==> src/rtl/core_pkg.sv <==
// Shared core types and widths used by the commit/retire slice.
package core_pkg;

    localparam int ISSUE_WIDTH = 2;
    localparam int ROB_ENTRIES = 32;
    localparam int IDX_W       = $clog2(ROB_ENTRIES);
    localparam int PREG_W      = 7;

    // Architectural register 31 is the zero register and never owns a mapping.
    localparam logic [4:0] XZR_IDX = 5'd31;

    typedef logic [PREG_W-1:0] preg_tag_t;

    typedef enum logic [1:0] {
        RUN      = 2'd0,
        RECOVER  = 2'd1,
        REDIRECT = 2'd2
    } retire_state_e;

endpackage

==> src/rtl/commit_retire_unit_if.sv <==
// Registered 2-wide commit stream from the ROB into the retire unit.
interface commit_retire_unit_if
    import core_pkg::*;
();
    logic [ISSUE_WIDTH-1:0]            valid;
    logic [ISSUE_WIDTH-1:0][4:0]       arch_rd;
    preg_tag_t [ISSUE_WIDTH-1:0]       phys_rd;
    logic [ISSUE_WIDTH-1:0]            exception;
    logic [ISSUE_WIDTH-1:0][IDX_W-1:0] rob_idx;
    logic [ISSUE_WIDTH-1:0]            is_store;
    logic [ISSUE_WIDTH-1:0]            is_branch;
    logic [ISSUE_WIDTH-1:0][31:0]      pc;
    logic [ISSUE_WIDTH-1:0]            br_taken;
    logic [ISSUE_WIDTH-1:0]            br_call;
    logic [ISSUE_WIDTH-1:0]            br_ret;
    logic [ISSUE_WIDTH-1:0][31:0]      br_target;

    modport master (
        output valid, arch_rd, phys_rd, exception, rob_idx, is_store, is_branch,
               pc, br_taken, br_call, br_ret, br_target
    );

    modport slave (
        input  valid, arch_rd, phys_rd, exception, rob_idx, is_store, is_branch,
               pc, br_taken, br_call, br_ret, br_target
    );
endinterface

==> src/rtl/arch_rat_table.sv <==
// Architectural RAT: 32 entries, two write ports (slot1 wins on the same
// entry) and two read ports. Read port 1 sees slot0's same-cycle write so a
// younger slot frees the tag an older slot just installed.
module arch_rat_table
    import core_pkg::*;
(
    input  logic            clk,
    input  logic            reset_n,
    input  logic [1:0]      we,
    input  logic [1:0][4:0] waddr,
    input  preg_tag_t [1:0] wdata,
    input  logic [1:0][4:0] raddr,
    output preg_tag_t [1:0] rdata,
    output preg_tag_t [31:0] rat
);
    preg_tag_t rat_reg [32];

    // Identity map at reset (XZR maps to 0); slot1 write issued last so it wins.
    always_ff @(posedge clk or negedge reset_n) begin
        if (!reset_n) begin
            for (int r = 0; r < 32; r++) begin
                rat_reg[r] <= (r < 31) ? preg_tag_t'(r) : '0;
            end
        end else begin
            if (we[0]) rat_reg[waddr[0]] <= wdata[0];
            if (we[1]) rat_reg[waddr[1]] <= wdata[1];
        end
    end

    assign rdata[0] = rat_reg[raddr[0]];
    assign rdata[1] = (we[0] && (waddr[0] == raddr[1])) ? wdata[0] : rat_reg[raddr[1]];

    generate
        for (genvar gi = 0; gi < 32; gi++) begin : g_rat_out
            assign rat[gi] = rat_reg[gi];
        end
    endgenerate
endmodule

==> src/rtl/commit_retire_unit.sv <==
// Commit/retire unit: updates the architectural RAT, frees superseded tags,
// releases stores, trains the predictor and sequences exception recovery
// (flush -> RAT restore -> fetch redirect). All outputs are registered.
// Optional macro RETIRE_PERF_CNT_EN adds saturating 64-bit retire/exception counters.
module commit_retire_unit
    import core_pkg::*;
#(
    parameter int          RECOVER_CYC = 2,
    parameter logic [31:0] EXC_VECTOR  = 32'h0000_0100
) (
    input  logic                        clk,
    input  logic                        reset_n,
    commit_retire_unit_if.slave         cm,
    output logic [ISSUE_WIDTH-1:0]      free_en,
    output preg_tag_t [ISSUE_WIDTH-1:0] free_tag,
    output logic [ISSUE_WIDTH-1:0]      st_commit_en,
    output logic [ISSUE_WIDTH-1:0][IDX_W-1:0] st_commit_idx,
    output logic [ISSUE_WIDTH-1:0]      bp_upd_en,
    output logic [ISSUE_WIDTH-1:0][31:0] bp_upd_pc,
    output logic [ISSUE_WIDTH-1:0][31:0] bp_upd_target,
    output logic [ISSUE_WIDTH-1:0]      bp_upd_taken,
    output logic [ISSUE_WIDTH-1:0]      bp_upd_call,
    output logic [ISSUE_WIDTH-1:0]      bp_upd_ret,
    output logic                        flush_en,
    output logic [IDX_W-1:0]            flush_ptr,
    output logic                        rat_restore_en,
    output preg_tag_t [31:0]            arch_rat,
    output logic                        redirect_en,
    output logic [31:0]                 redirect_pc,
    output logic [31:0]                 exc_pc,
`ifdef RETIRE_PERF_CNT_EN
    output logic [63:0]                 perf_retired,
    output logic [63:0]                 perf_exceptions,
`endif
    output logic                        busy
);
    localparam int ISSUE_W = ISSUE_WIDTH;
    localparam int CNT_W   = (RECOVER_CYC > 1) ? $clog2(RECOVER_CYC) : 1;

    retire_state_e     state_reg, state_next;
    logic [CNT_W-1:0]  cnt_reg, cnt_next;
    logic [ISSUE_W-1:0] retire_ok, exc_hit, rat_we, st_fire, bp_fire;
    logic              blocked, exc_any;
    logic [IDX_W-1:0]  exc_idx;
    logic [31:0]       exc_pc_sel;
    preg_tag_t [ISSUE_W-1:0] old_tag;

    // Slot qualification: older slots retire, the first excepting slot and all younger ones are squashed.
    always_comb begin
        retire_ok  = '0;
        exc_hit    = '0;
        blocked    = 1'b0;
        exc_idx    = cm.rob_idx[0];
        exc_pc_sel = cm.pc[0];
        for (int k = 0; k < ISSUE_W; k++) begin
            if ((state_reg == RUN) && cm.valid[k] && !blocked) begin
                if (cm.exception[k]) begin
                    exc_hit[k] = 1'b1;
                    blocked    = 1'b1;
                    exc_idx    = cm.rob_idx[k];
                    exc_pc_sel = cm.pc[k];
                end else begin
                    retire_ok[k] = 1'b1;
                end
            end
        end
        exc_any = |exc_hit;
    end

    generate
        for (genvar gi = 0; gi < ISSUE_W; gi++) begin : g_slot
            assign rat_we[gi]  = retire_ok[gi] && (cm.arch_rd[gi] != XZR_IDX);
            assign st_fire[gi] = retire_ok[gi] && cm.is_store[gi];
            assign bp_fire[gi] = retire_ok[gi] && cm.is_branch[gi];
        end
    endgenerate

    arch_rat_table u_rat (
        .clk     (clk),
        .reset_n (reset_n),
        .we      (rat_we),
        .waddr   (cm.arch_rd),
        .wdata   (cm.phys_rd),
        .raddr   (cm.arch_rd),
        .rdata   (old_tag),
        .rat     (arch_rat)
    );

    // Recovery sequencer state register.
    always_ff @(posedge clk or negedge reset_n) begin
        if (!reset_n) begin
            state_reg <= RUN;
            cnt_reg   <= '0;
        end else begin
            state_reg <= state_next;
            cnt_reg   <= cnt_next;
        end
    end

    // Next state: RECOVER is held RECOVER_CYC cycles, REDIRECT exactly one.
    always_comb begin
        state_next = state_reg;
        cnt_next   = cnt_reg;
        case (state_reg)
            RUN: begin
                if (exc_any) begin
                    state_next = RECOVER;
                    cnt_next   = '0;
                end
            end
            RECOVER: begin
                if (cnt_reg == CNT_W'(RECOVER_CYC - 1)) state_next = REDIRECT;
                else                                    cnt_next   = cnt_reg + 1'b1;
            end
            REDIRECT: state_next = RUN;
            default:  state_next = RUN;
        endcase
    end

    // Per-slot retire effects, registered one cycle after the commit sample.
    always_ff @(posedge clk or negedge reset_n) begin
        if (!reset_n) begin
            free_en       <= '0;
            free_tag      <= '0;
            st_commit_en  <= '0;
            st_commit_idx <= '0;
            bp_upd_en     <= '0;
            bp_upd_pc     <= '0;
            bp_upd_target <= '0;
            bp_upd_taken  <= '0;
            bp_upd_call   <= '0;
            bp_upd_ret    <= '0;
        end else begin
            for (int k = 0; k < ISSUE_W; k++) begin
                free_en[k]       <= rat_we[k];
                free_tag[k]      <= rat_we[k] ? old_tag[k] : '0;
                st_commit_en[k]  <= st_fire[k];
                st_commit_idx[k] <= st_fire[k] ? cm.rob_idx[k] : '0;
                bp_upd_en[k]     <= bp_fire[k];
                bp_upd_pc[k]     <= bp_fire[k] ? cm.pc[k] : '0;
                bp_upd_target[k] <= bp_fire[k] ? cm.br_target[k] : '0;
                bp_upd_taken[k]  <= bp_fire[k] & cm.br_taken[k];
                bp_upd_call[k]   <= bp_fire[k] & cm.br_call[k];
                bp_upd_ret[k]    <= bp_fire[k] & cm.br_ret[k];
            end
        end
    end

    // Flush/recovery/redirect status; flush_ptr and exc_pc hold the last exception.
    always_ff @(posedge clk or negedge reset_n) begin
        if (!reset_n) begin
            flush_en       <= 1'b0;
            flush_ptr      <= '0;
            exc_pc         <= '0;
            rat_restore_en <= 1'b0;
            redirect_en    <= 1'b0;
            redirect_pc    <= '0;
            busy           <= 1'b0;
        end else begin
            flush_en       <= exc_any;
            if (exc_any) begin
                flush_ptr <= exc_idx;
                exc_pc    <= exc_pc_sel;
            end
            rat_restore_en <= (state_next == RECOVER);
            redirect_en    <= (state_next == REDIRECT);
            redirect_pc    <= (state_next == REDIRECT) ? EXC_VECTOR : '0;
            busy           <= (state_next != RUN);
        end
    end

`ifdef RETIRE_PERF_CNT_EN
    logic [64:0] retired_sum, exc_sum;

    // Candidate counter values with a carry bit to detect saturation.
    always_comb begin
        retired_sum = {1'b0, perf_retired};
        for (int k = 0; k < ISSUE_W; k++) begin
            retired_sum = retired_sum + 65'(retire_ok[k]);
        end
        exc_sum = {1'b0, perf_exceptions} + 65'(exc_any);
    end

    // Saturating performance counters.
    always_ff @(posedge clk or negedge reset_n) begin
        if (!reset_n) begin
            perf_retired    <= '0;
            perf_exceptions <= '0;
        end else begin
            perf_retired    <= retired_sum[64] ? '1 : retired_sum[63:0];
            perf_exceptions <= exc_sum[64]     ? '1 : exc_sum[63:0];
        end
    end
`endif

    // Commit slots must fill from slot0; a lone slot1 is an upstream bug.
    assert property (@(posedge clk) disable iff (!reset_n)
        !(cm.valid[1] && !cm.valid[0]));

endmodule

==> src/flat_wrapper.sv <==
// flat-port wrapper written by rule: the top's interface ports become plain ports
module commit_retire_unit_flat import core_pkg::*;
#(
    parameter int          RECOVER_CYC = 2,
    parameter logic [31:0] EXC_VECTOR  = 32'h0000_0100
)
  (clk, reset_n, free_en, free_tag, st_commit_en, st_commit_idx, bp_upd_en, bp_upd_pc, bp_upd_target, bp_upd_taken, bp_upd_call, bp_upd_ret, flush_en, flush_ptr, rat_restore_en, arch_rat, redirect_en, redirect_pc, exc_pc, busy, cm_valid, cm_arch_rd, cm_phys_rd, cm_exception, cm_rob_idx, cm_is_store, cm_is_branch, cm_pc, cm_br_taken, cm_br_call, cm_br_ret, cm_br_target);
  commit_retire_unit_if cm_i ();
  input  logic clk;
  input  logic reset_n;
  output logic [ISSUE_WIDTH-1:0] free_en;
  output preg_tag_t [ISSUE_WIDTH-1:0] free_tag;
  output logic [ISSUE_WIDTH-1:0] st_commit_en;
  output logic [ISSUE_WIDTH-1:0][IDX_W-1:0] st_commit_idx;
  output logic [ISSUE_WIDTH-1:0] bp_upd_en;
  output logic [ISSUE_WIDTH-1:0][31:0] bp_upd_pc;
  output logic [ISSUE_WIDTH-1:0][31:0] bp_upd_target;
  output logic [ISSUE_WIDTH-1:0] bp_upd_taken;
  output logic [ISSUE_WIDTH-1:0] bp_upd_call;
  output logic [ISSUE_WIDTH-1:0] bp_upd_ret;
  output logic flush_en;
  output logic [IDX_W-1:0] flush_ptr;
  output logic rat_restore_en;
  output preg_tag_t [31:0] arch_rat;
  output logic redirect_en;
  output logic [31:0] redirect_pc;
  output logic [31:0] exc_pc;
  output logic busy;
  input wire logic [$bits(cm_i.valid)-1:0] cm_valid;
  input wire logic [$bits(cm_i.arch_rd)-1:0] cm_arch_rd;
  input wire logic [$bits(cm_i.phys_rd)-1:0] cm_phys_rd;
  input wire logic [$bits(cm_i.exception)-1:0] cm_exception;
  input wire logic [$bits(cm_i.rob_idx)-1:0] cm_rob_idx;
  input wire logic [$bits(cm_i.is_store)-1:0] cm_is_store;
  input wire logic [$bits(cm_i.is_branch)-1:0] cm_is_branch;
  input wire logic [$bits(cm_i.pc)-1:0] cm_pc;
  input wire logic [$bits(cm_i.br_taken)-1:0] cm_br_taken;
  input wire logic [$bits(cm_i.br_call)-1:0] cm_br_call;
  input wire logic [$bits(cm_i.br_ret)-1:0] cm_br_ret;
  input wire logic [$bits(cm_i.br_target)-1:0] cm_br_target;
  assign cm_i.valid = cm_valid;
  assign cm_i.arch_rd = cm_arch_rd;
  assign cm_i.phys_rd = cm_phys_rd;
  assign cm_i.exception = cm_exception;
  assign cm_i.rob_idx = cm_rob_idx;
  assign cm_i.is_store = cm_is_store;
  assign cm_i.is_branch = cm_is_branch;
  assign cm_i.pc = cm_pc;
  assign cm_i.br_taken = cm_br_taken;
  assign cm_i.br_call = cm_br_call;
  assign cm_i.br_ret = cm_br_ret;
  assign cm_i.br_target = cm_br_target;
  commit_retire_unit #(.RECOVER_CYC(RECOVER_CYC), .EXC_VECTOR(EXC_VECTOR)) u_core (.clk(clk), .reset_n(reset_n), .cm(cm_i), .free_en(free_en), .free_tag(free_tag), .st_commit_en(st_commit_en), .st_commit_idx(st_commit_idx), .bp_upd_en(bp_upd_en), .bp_upd_pc(bp_upd_pc), .bp_upd_target(bp_upd_target), .bp_upd_taken(bp_upd_taken), .bp_upd_call(bp_upd_call), .bp_upd_ret(bp_upd_ret), .flush_en(flush_en), .flush_ptr(flush_ptr), .rat_restore_en(rat_restore_en), .arch_rat(arch_rat), .redirect_en(redirect_en), .redirect_pc(redirect_pc), .exc_pc(exc_pc), .busy(busy));
endmodule
==> config.mk <==
export PLATFORM = sky130hd
export DESIGN_NAME = commit_retire_unit_flat
export DESIGN_NICKNAME = d
export VERILOG_FILES = /design/src/rtl/core_pkg.sv /design/src/rtl/commit_retire_unit_if.sv /design/src/rtl/arch_rat_table.sv /design/src/rtl/commit_retire_unit.sv /design/src/flat_wrapper.sv
export SDC_FILE = /design/constraint.sdc
export NUM_CORES = 1
export LEC_CHECK = 0
export CAP_MARGIN = 20
export CORE_AREA = 5 5 246 248
export DETAILED_ROUTE_END_ITERATION = 8
export DIE_AREA = 0 0 251 253
export PLACE_DENSITY = 0.66
export SLEW_MARGIN = 20
export SYNTH_ARGS = -nofsm -noshare
export SYNTH_HDL_FRONTEND = slang
export SYNTH_SLANG_ARGS = --single-unit
==> constraint.sdc <==
create_clock -name clk -period 3.13 [get_ports clk]
set_input_delay 0.626 -clock clk [delete_from_list [all_inputs] [get_ports clk]]
set_output_delay 0.626 -clock clk [all_outputs]
set_load 0.02 [all_outputs]
[After elaboration in Yosys (flattened, before gate mapping)]
Cells that the tools add are included.
Operators by class
  bitwise operators: 8
  equality and inequality tests: 7
  reduce and logical (&&, ||, !) cells: 18
  mux-type cells: 42
  add/sub/neg operators: 1
  order comparisons: 4
Operators by type and width (count)
  bitwise mux 224 bit: 2
  two-way mux 224 bit: 2
  two-way mux 32 bit: 6
  binary-select mux 7 bit (select 5 bit): 2
  demux 7 bit (select 5 bit): 2
  two-way mux 7 bit: 9
  two-way mux 5 bit: 4
  greater-or-equal comparator 6 bit, second input constant: 2
  logical AND 1 bit: 12
  less-than comparator 6 x 1 -> 1 bit, second input constant: 2
  inverter 5 -> 6 bit: 2
  two-way mux 1 bit: 10
  inequality test 5 bit, second input constant: 2
  two-way mux 9 bit: 1
  AND 1 bit: 6
  equality test 5 bit: 1
  equality test 2 x 1 -> 1 bit, second input constant: 2
  two-way mux 2 bit: 2
  one-hot mux 2 bit (2 select lines): 1
  nonzero test 2 bit: 2
  equality test 2 bit, second input constant: 1
  zero test 2 bit: 1
  inequality test 2 x 1 -> 1 bit, second input constant: 1
  one-hot mux 1 bit (2 select lines): 1
  4 further kinds: 4
Storage, ports and cells
  logic and storage cells: 135
  input port bits: 178
  register bits: 464
  output and inout port bits: 461

[Depth between registers and ports, before layout]
  depth in word-level cells: 11
  depth in mapped cells: 9
  gate-level depth less buffers: 5

[Modules after synthesis]
From an unflattened synthesis, not the netlist that was laid out.
Second synthesis, totals
  cells, all modules: 1932
  area, all modules: 22029.9 um^2
By module, submodules not included
  arch_rat_table: cells each 1397, instances 1, sequential area each 5699.2 um^2, area each 14532.7 um^2
  commit_retire_unit: cells each 535, instances 1, sequential area each 5205.0 um^2, area each 7497.2 um^2

[Worst setup path after synthesis]
No wires, ideal clock.
  path type: in2reg
  start: in cm_arch_rd[5]
  end: reg u_core.free_tag[10] in the netlist's numbering
  buffers on the path: 3
  arrival time: 2.351 ns
  library setup time: 0.120 ns
  stages: 7
  required time: 3.010 ns
  setup slack: 0.658 ns
  path through: buf_2 -> buf_2 -> buf_2 -> mux4_2 -> a22oi_1 -> nand4_1 -> o211a_1
Between the ends
  word-level cells in the longest chain between the ends: 6
  elaborated cells on any way between the ends: 10
  those cells by class: eq/ne (2); mux (5); bitwise (1); reduce/logical (2)
Ends and longest elaborated chain
  start: declaration: line flat_wrapper.sv:30  | input wire logic [$bits(cm_i.arch_rd)-1:0] cm_arch_rd;
  inverter 5 -> 6 bit (not written as such): line arch_rat_table.sv:31  | assign rdata[1] = (we[0] && (waddr[0] == raddr[1])) ? wdata[0] : rat_reg[raddr[1]];
  binary-select mux 7 bit (select 5 bit): line arch_rat_table.sv:31
  two-way mux 7 bit (not written as such) (2 in a row): line arch_rat_table.sv:31
  two-way mux 7 bit: line arch_rat_table.sv:31
  two-way mux 7 bit (*): line commit_retire_unit.sv:136  | free_tag[k] <= rat_we[k] ? old_tag[k] : '0;
  end signal: indexed assignment: line commit_retire_unit.sv:136
  end: declaration: line commit_retire_unit.sv:15  | output preg_tag_t [ISSUE_WIDTH-1:0] free_tag,
Mark *: on every way between the ends. The rest lies on a longest branch, timed or not. The select of a mux whose other input is x is not followed.
A chain may end at the register's enable or synchronous reset.

[Worst setup path after layout]
  start: reg u_core.u_rat.rat_reg, in the netlist u_core.u_rat.rat[15]
  end: out arch_rat[15] in the netlist's numbering
RTL lines
  start: declaration: line arch_rat_table.sv:16  | preg_tag_t rat_reg [32];
  start signal: indexed assignment: line arch_rat_table.sv:22  | rat_reg[r] <= (r < 31) ? preg_tag_t'(r) : '0;
  start signal: indexed assignment: line arch_rat_table.sv:25  | if (we[0]) rat_reg[waddr[0]] <= wdata[0];
  start signal: indexed assignment: line arch_rat_table.sv:26  | if (we[1]) rat_reg[waddr[1]] <= wdata[1];
  end: declaration: line flat_wrapper.sv:24  | output preg_tag_t [31:0] arch_rat;
No word-level cell between the ends.

==> run summary <==
Net switching is 37.7% of the power. The worst slew slack as a fraction of its limit is 28.4%. The combinational group share of total power came out at 37.3%.

The instance count of the mapped netlist is 1975. The register with the most flip-flops in the layout has 224 of them. Summing the areas of all compound-gate instances in the mapped netlist gives 9.66% of the synthesized area. The first global-routing pass estimated 137000 um of wire. For this configuration, the core starts out at a cell density of 37.0%. The global-route usage over all layers is 29.3%. The largest vdd supply drop came out at 460 uV. The leakage power figure came out at 14.1 nW. Of all cell types, the one taking the most synthesized area is sky130_fd_sc_hd__dfrtp_1. The number of buffers and inverters on the critical path came out at 1. The internal power of the cells totals 15.0 mW. The critical path's top delay family is buffers and inverters. After synthesis, the cell types taking the most area are sky130_fd_sc_hd__dfrtp_1, sky130_fd_sc_hd__mux2i_1, sky130_fd_sc_hd__dfstp_2.

The tool flagged a number of max-cap violations equal to 0. The minimum hold slack is 0.425 ns. TritonCTS built the clock tree. The CTS root buffer is sky130_fd_sc_hd__clkbuf_16. The number of buffers between clock root and the deepest sink is 3.

The distinct cell type count after synthesis is 60. The smallest clock period supported by the final layout is computed as 2.55 ns. The total of flip-flops plus latches after synthesis came out at 432. The horizontal die dimension is 251 um. The largest single stage delay on the critical path is 0.76 ns. Traced cell by cell, the critical path runs through clkdlybuf4s50_1. The total power density per cell area came out at 787 nW/um^2. The die is 253 um tall. The post-cts repair resize count came out at 0. The first detailed-routing pass ran for 6 iterations. The count of input and output buffers came out at 607.

The async set or reset register ratio after synthesis is 100%. For this run, the leading register cell type out of synthesis is sky130_fd_sc_hd__dfrtp_1. The placement row count came out at 89.

The slowest stage of the critical path belongs to the cell sky130_fd_sc_hd__clkdlybuf4s50_1. Dividing the final minimum period by the clock period gives 81.4%. The tree built by TritonCTS fans out to 432 sinks. The initial antenna violation count came out at 11. The part of the power in the clock network came out at 25.4%. The completed layout was analyzed and its total power is 24.0 mW. The count of unresolved DRC violations after routing came out at 0.

The number of vias per cell after detailed routing is 5.61. The number of hold violations in the final report came out at 0. The total grt overflow is 0. In the final layout, the multi-input gates occupy 9830 um^2. The multiplexer area fraction after synthesis came out at 21.4%. The number of cells in the design after placement came out at 3295.

The worst setup path is captured at an output pin. The core utilization of the finished layout is 52.5%. The actual transition at the worst max-transition pin is 1.07 ns. The core region is 58200 um^2. The xor and xnor area share after synthesis came out at 0.203%. The synthesized-area fraction occupied by adder cells came out at 0%.

Across the whole layout, storage elements account for 10900 um^2. The total standard cell area after synthesis came out at 21600 um^2. The yosys synthesis warning count is 0. The number of top-level pins came out at 639. Adding up every negative setup slack in the final design gives 0 ns. The average detailed-routed wire length per instance came out at 28.6 um.

The clock-pin slew reported for the worst setup and hold paths after clock tree synthesis is 0.06 ns. The HPWL after detailed placement is 71700 um. In this run the power spent charging and discharging nets is 9.07 mW. The total of endpoints with negative setup slack in the final report came out at 0. The worst setup path is launched from a flip-flop.

The layout filler cell count came out at 5042. Of all nets on the critical path, the largest fanout is 4. The part of the power in registers came out at 37.3%. The area added between synthesis and finish came out at 41.7%.

The number of global-route vias before repair is 19200. Buffers inserted during clock tree synthesis total 50. Of the post-synthesis cell area, the dominant cell type holds 41.4%. Wires add up to 96900 um. The net total in the final layout is 2753. Counting flops with a built-in enable in the synthesized netlist gives 0. The placer's final routability congestion estimate is 0.957. The filler-free cell count of the finished design is 3391. The number of pins with negative max-slew slack in the final report is 0. The clock skew after layout came out at 0.0221 ns. The first routing iteration left 1815 violations.

The simple-gate share of the synthesized area is 13.7%. The maximum frequency from static timing analysis came out at 0.392 GHz. The critical path is of the flip-flop to output pin type. The floorplan die area came out at 63500 um^2. The number of H-tree branching levels is 2.

The number of vias in the routed layout is 19000. The share of layout cells above drive strength 1 came out at 14.6%. At the worst endpoint, the required time is 2.50 ns. Setup repair after global routing left no endpoint under its margin. The arrival time of the worst setup path came out at 1.92 ns. The average footprint of a synthesized cell is 10.9 um^2. The largest net degree at the start of global routing is 76.

At the later pin of the worst-skew pair, clock insertion delay measures 0.61 ns. The dominant combinational cell family by area after synthesis is multiplexers. The register-to-register setup slack came out at 0.69 ns. The number of nets with antenna violations after detailed routing came out at 0.

Of the synthesized area, sequential elements account for 50.5%. The class of the worst hold path is flip-flop to flip-flop. The flow ran to the end, and the final reports show no timing, DRC or antenna violations.
==> layout make-up <==
cell class / instances / area share, %
antenna: 2 / 0.0164
clock inverter: 20 / 0.848
inverter: 3 / 0.0368
clock buffer: 73 / 4.70
timing repair buffer: 727 / 23.4
sequential: 432 / 35.7
multi-input combinational: 1361 / 32.2
tap: 773 / 3.16
==> stage by stage <==
| step | cell area (um^2) | setup WS (ns) |
|---|---|---|
| floorplan | 21700 | 0.658 |
| global placement | 28800 | 0.115 |
| detailed placement | 28800 | 0.0583 |
| CTS | 30600 | 0.568 |
| global route | 30600 | 0.511 |
| finish | 30600 | 0.581 |
==> per-layer routing <==
metal  GRT usage, %  share of wire [%]
met5              0              0.015
met4           13.9                5.5
met3           8.39                 10
met2           50.1                 49
met1           34.1                 35
==> power by group through the flow <==
stage	Sequential [mW]	Combinational (mW)	Clock, mW
floorplan	9.96	2.71	0
global placement	8.98	8.88	0
detailed placement	9.02	9.01	0
CTS	8.94	9.04	6.19
global route	9.12	9.43	6.39
finish	8.98	8.97	6.10
==> cell usage in the layout, fill, tap and decap left out, types with 4 or more instances in the layout <==
cell                              count
sky130_fd_sc_hd__o21ai_1             12
sky130_fd_sc_hd__nand4_1              8
sky130_fd_sc_hd__nor3_1               7
sky130_fd_sc_hd__buf_12              14
sky130_fd_sc_hd__nand3_1             11
sky130_fd_sc_hd__and2_1              75
sky130_fd_sc_hd__nand2_2              7
sky130_fd_sc_hd__and3b_1              4
sky130_fd_sc_hd__nor2_1             153
sky130_fd_sc_hd__conb_1              31
sky130_fd_sc_hd__clkinv_2             7
sky130_fd_sc_hd__dfstp_2             75
sky130_fd_sc_hd__buf_4              108
sky130_fd_sc_hd__mux2i_1            290
sky130_fd_sc_hd__a22o_1               5
sky130_fd_sc_hd__and3_1              75
sky130_fd_sc_hd__mux4_2              75
sky130_fd_sc_hd__clkbuf_1            13
sky130_fd_sc_hd__bufinv_16            5
sky130_fd_sc_hd__nor2b_1              8
sky130_fd_sc_hd__clkbuf_8            10
sky130_fd_sc_hd__clkbuf_16           50
sky130_fd_sc_hd__nand2_1            209
sky130_fd_sc_hd__a22oi_1             64
sky130_fd_sc_hd__a21oi_1            129
sky130_fd_sc_hd__nor3b_1              8
sky130_fd_sc_hd__o21a_1               7
sky130_fd_sc_hd__o211a_1              5
sky130_fd_sc_hd__dfrtp_1            357
sky130_fd_sc_hd__clkdlybuf4s50_1    601
sky130_fd_sc_hd__o22ai_1             33
sky130_fd_sc_hd__o21ai_0             92
sky130_fd_sc_hd__or4b_2               4
==> repair_timing <==
item,in CTS,in global routing
endpoints found under the hold margin,17,0
setup buffers,0,0
hold buffers,1,0
==> cell usage after synthesis, types with 5 or more instances <==
cell type                    n
sky130_fd_sc_hd__a21oi_1   129
sky130_fd_sc_hd__buf_2      35
sky130_fd_sc_hd__a22oi_1    64
sky130_fd_sc_hd__o21ai_1    12
sky130_fd_sc_hd__nand2_2     7
sky130_fd_sc_hd__buf_4      36
sky130_fd_sc_hd__nor3b_1     8
sky130_fd_sc_hd__nor2_1    154
sky130_fd_sc_hd__dfrtp_1   357
sky130_fd_sc_hd__a22o_1      5
sky130_fd_sc_hd__mux2i_1   290
sky130_fd_sc_hd__buf_1       9
sky130_fd_sc_hd__mux4_2     75
sky130_fd_sc_hd__o21ai_0    92
sky130_fd_sc_hd__nand3_1    11
sky130_fd_sc_hd__nor2b_1     8
sky130_fd_sc_hd__and2_1     75
sky130_fd_sc_hd__o22ai_1    33
sky130_fd_sc_hd__nand4_1     8
sky130_fd_sc_hd__nor3_1      8
sky130_fd_sc_hd__dfstp_2    75
sky130_fd_sc_hd__nand2_1   209
sky130_fd_sc_hd__o21a_1      7
sky130_fd_sc_hd__o211a_1     5
sky130_fd_sc_hd__and3_1     76
sky130_fd_sc_hd__clkbuf_1  129
==> logic make-up after synthesis <==
group,after synthesis
other cells,1
mux,367
buf+inv,212
simple gates,602
flops,432
xor+xnor,5
compound gates,356
==> worst paths after layout <==
path                                                  from                         endpoint  depth (start not counted)
max reg2reg                  u_core.state_reg[0]$_DFF_PN0_  u_core.u_rat.rat[191]$_DFF_PN0_                          7
max                         u_core.u_rat.rat[15]$_DFF_PN1_                     arch_rat[15]                          1
min reg2reg                u_core.u_rat.rat[222]$_DFF_PN0_  u_core.u_rat.rat[222]$_DFF_PN0_                          0
min in group asynchronous                          reset_n   u_core.u_rat.rat[60]$_DFF_PN0_                          2
min                        u_core.u_rat.rat[222]$_DFF_PN0_  u_core.u_rat.rat[222]$_DFF_PN0_                          0
max in group asynchronous                          reset_n  u_core.u_rat.rat[155]$_DFF_PN1_                          3
Note: power is estimated with default switching activity, not from simulation.
==> edit (same flow settings) <==
`RECOVER_CYC` is set to 2 in 2 places; all go to 4.
--- a/src/rtl/commit_retire_unit.sv
+++ b/src/rtl/commit_retire_unit.sv
@@ -5,7 +5,7 @@
 module commit_retire_unit
     import core_pkg::*;
 #(
-    parameter int          RECOVER_CYC = 2,
+    parameter int          RECOVER_CYC = 4,
     parameter logic [31:0] EXC_VECTOR  = 32'h0000_0100
 ) (
     input  logic                        clk,
--- a/src/flat_wrapper.sv
+++ b/src/flat_wrapper.sv
@@ -1,7 +1,7 @@
 // flat-port wrapper written by rule: the top's interface ports become plain ports
 module commit_retire_unit_flat import core_pkg::*;
 #(
-    parameter int          RECOVER_CYC = 2,
+    parameter int          RECOVER_CYC = 4,
     parameter logic [31:0] EXC_VECTOR  = 32'h0000_0100
 )
   (clk, reset_n, free_en, free_tag, st_commit_en, st_commit_idx, bp_upd_en, bp_upd_pc, bp_upd_target, bp_upd_taken, bp_upd_call, bp_upd_ret, flush_en, flush_ptr, rat_restore_en, arch_rat, redirect_en, redirect_pc, exc_pc, busy, cm_valid, cm_arch_rd, cm_phys_rd, cm_exception, cm_rob_idx, cm_is_store, cm_is_branch, cm_pc, cm_br_taken, cm_br_call, cm_br_ret, cm_br_target);
Formal check against the unedited RTL: not equivalent (Yosys sat finds a counterexample within 4 cycles, from zero or initial values and one cycle with reset_n low).
==> edit against the unedited design <==
  * Hold slack got worse by 380 ps
  * Critical endpoint is now u_core.u_rat.rat[165]$_DFF_PN1_
  * Critical path type is now input port to flip-flop
  * Sequential cell count rose by 1
  * Wire length fell by 0.17%
  * Clock skew fell by 3.7 ps
  * Area after synthesis rose by 0.25%
  * Register-to-register slack got worse by 120 ps
  * Clock power fell by 6.4%
  * First-iteration DRC count fell by 6.2%
  * Worst setup slack got worse by 56 ps
  * Critical path depth rose by 7
  * Design area rose by 0.58%
  * Total power fell by 7.0%
==> edit: results (changes against the unedited design) <==
placed_design:
  dp_slack_ps: -35.6  # was 58.3 ps
  portBuffers: 607  # unchanged
  gp_congestion: 1.00  # was 0.957
  dp_cells: 3339  # was 3,295
  place_area_mm2: 0.0292  # was 0.0288 mm2
  dpl.hpwl_um: 71700  # about the same
clocking:
  clock_insertion_delay_worst_skew_ps: 600
  post_cts_resized: 0  # unchanged
  h-tree-depth: 2  # unchanged
  root_buffer: "clkbuf_16"  # unchanged
  cts_setup_buffers: 0  # unchanged
  cts.clk_slew.worst_paths_ps: 60  # about the same
  cts_buffers: 49  # was 50
  cts.path.max_buffers: 3  # unchanged
setup_path:
  crit_path_max_fanout: 7  # was 4
  regToRegSetupSlack_ps: 570  # was 690 ps
  reg2regPathDepth: 7  # unchanged
  worst_r2r_endpoint: "u_core.u_rat.rat[165]$_DFF_PN1_"  # was u_core.u_rat.rat[191]$_DFF_PN0_
  startpoint: "cm_exception[0]"  # was u_core.u_rat.rat[15]$_DFF_PN1_
  rr_startpoint: "u_core.state_reg[1]$_DFF_PN0_"  # was u_core.state_reg[0]$_DFF_PN0_
  arrival_ps: 3110  # was 1920 ps
logic_synthesis:
  synthArstFlopShare: 1.00  # unchanged
  synth-main-ff-cell: "dfrtp_1"  # unchanged
  yosys_warnings: 0  # unchanged
  seq_area_frac_synth: 0.505  # about the same
  ys_types: 60  # unchanged
  avgSynthCellArea_um2: 10.8  # was 10.9 um2
  synthTopCellsByCount: "dfrtp_1 (358), mux2i_1 (317), nand2_1 (221)"  # was dfrtp_1 (357), mux2i_1 (290), nand2_1 (209)
  synth_area_leaders: "dfrtp_1 (41%), mux2i_1 (15%), dfstp_2 (9.1%)"  # was dfrtp_1 (41%), mux2i_1 (13%), dfstp_2 (9.1%)
run_status:
  status: "finished, final reports clean"  # unchanged
global_routing:
  grt_usage: 0.291  # was 0.293
  antenna_found_initial: 4  # was 11
  grt_max_degree: 82  # was 76
  grt_first_pass_wirelength_um: 138000  # was 137,000 um
  grt_pass1_vias: 19400  # was 19,200
finish:
  fillers: 5103  # was 5,042
  largest_register_ffs: 224  # unchanged
  nets: 2796  # was 2,753
  areaGrowthSynthToFinish_pct: 42.1  # was 41.7%
  final_common_cell: "clkdlybuf4s50_1"  # unchanged
  drive_gt1_frac: 0.146  # about the same
sta:
  clock_skew_ps: 18.4  # was 22.1 ps
  worst_pin_slew_ps: 1060  # was 1070 ps
power_and_ir_drop:
  p_leak_uw: 0.0141  # about the same
  netSwitchingPower_uw: 8340  # was 9070 uW
  ir_drop_mv: 0.433  # was 0.460 mV
route:
  drt_first_pass_iters: 6  # unchanged
  wl_um: 96700  # was 96,900 um
  via_per_inst: 5.63  # was 5.61
  wire_per_inst_um: 28.2  # was 28.6 um
  drt-initial-drc-count: 1703  # was 1,815
hold_path:
  hold_path_class: "input port to asynchronous set/reset pin"  # was flip-flop to flip-flop
==> edit: changes by cell type after synthesis, moves of 11 or more <==
cell	delta
mux2i_1	+27
clkbuf_1	+21
mux4_2	-15
o21ai_1	-12
o21ai_0	+11
nor2_1	-12
buf_2	-19
nand2_1	+12
==> edit: cell type report <==
cell class,instances,share of cell area
tap,773,0.0315
antenna,1,0.0000814
multi-input combinational,1373,0.321
clock inverter,14,0.00488
clock buffer,76,0.0461
timing repair buffer,753,0.240
inverter,7,0.000855
sequential,433,0.356
==> edit: stage by stage <==
step	power (uW)	hold slack, ps
after floorplan	11900	330
after global placement	16600	426
after detailed placement	16700	418
after CTS	22500	42.4
after global routing	23200	68.3
final	22400	46.9
==> edit: how the worst max path moves through the flow <==
stage	cells past startpoint	to	slack, ps
6_report	8	u_core.u_rat.rat[165]$_DFF_PN1_	520
3_5_place_dp	8	u_core.u_rat.rat[165]$_DFF_PN1_	-40
4_1_cts	1	arch_rat[22]	470
3_3_place_gp	8	u_core.u_rat.rat[191]$_DFF_PN0_	-10
5_1_grt	8	u_core.u_rat.rat[24]$_DFF_PN0_	430
2_1_floorplan	6	u_core.free_tag[5]$_DFF_PN0_	410
==> edit: critical path, stage by stage <==
cell and delay, ps:
clkdlybuf4s50_1 490, or4b_1 670, or3_1 460, buf_4 190
nor2b_1 120, buf_4 190, mux2i_1 230, o21ai_0 120
==> edit: power groups by stage <==
stage                     Clock [uW]  Combinational (uW)  Sequential [uW]
after floorplan                    0                2400             9480
after global placement             0                7980             8590
after detailed placement           0                8070             8640
after CTS                       5800                8100             8560
after global routing            6040                8470             8710
final                           5710                8060             8600
==> edit: routing by layer <==
layer / up-vias / GRT usage / wire, um
met5: - / 0 / 33
met4: 4 / 0.104 / 4150
met3: 203 / 0.0876 / 9820
met2: 1106 / 0.500 / 47700
met1: 9688 / 0.349 / 35000
li1: 8303 / - / -
==> edit: kinds of logic after synthesis <==
logic type	after synthesis	share of synthesized area
flops	433	0.505
xor+xnor	5	0.00203
fa+ha+maj	1	0.000578
mux	381	0.211
compound gates	360	0.101
other cells	1	0.000173
buf+inv	222	0.0457
simple gates	595	0.134
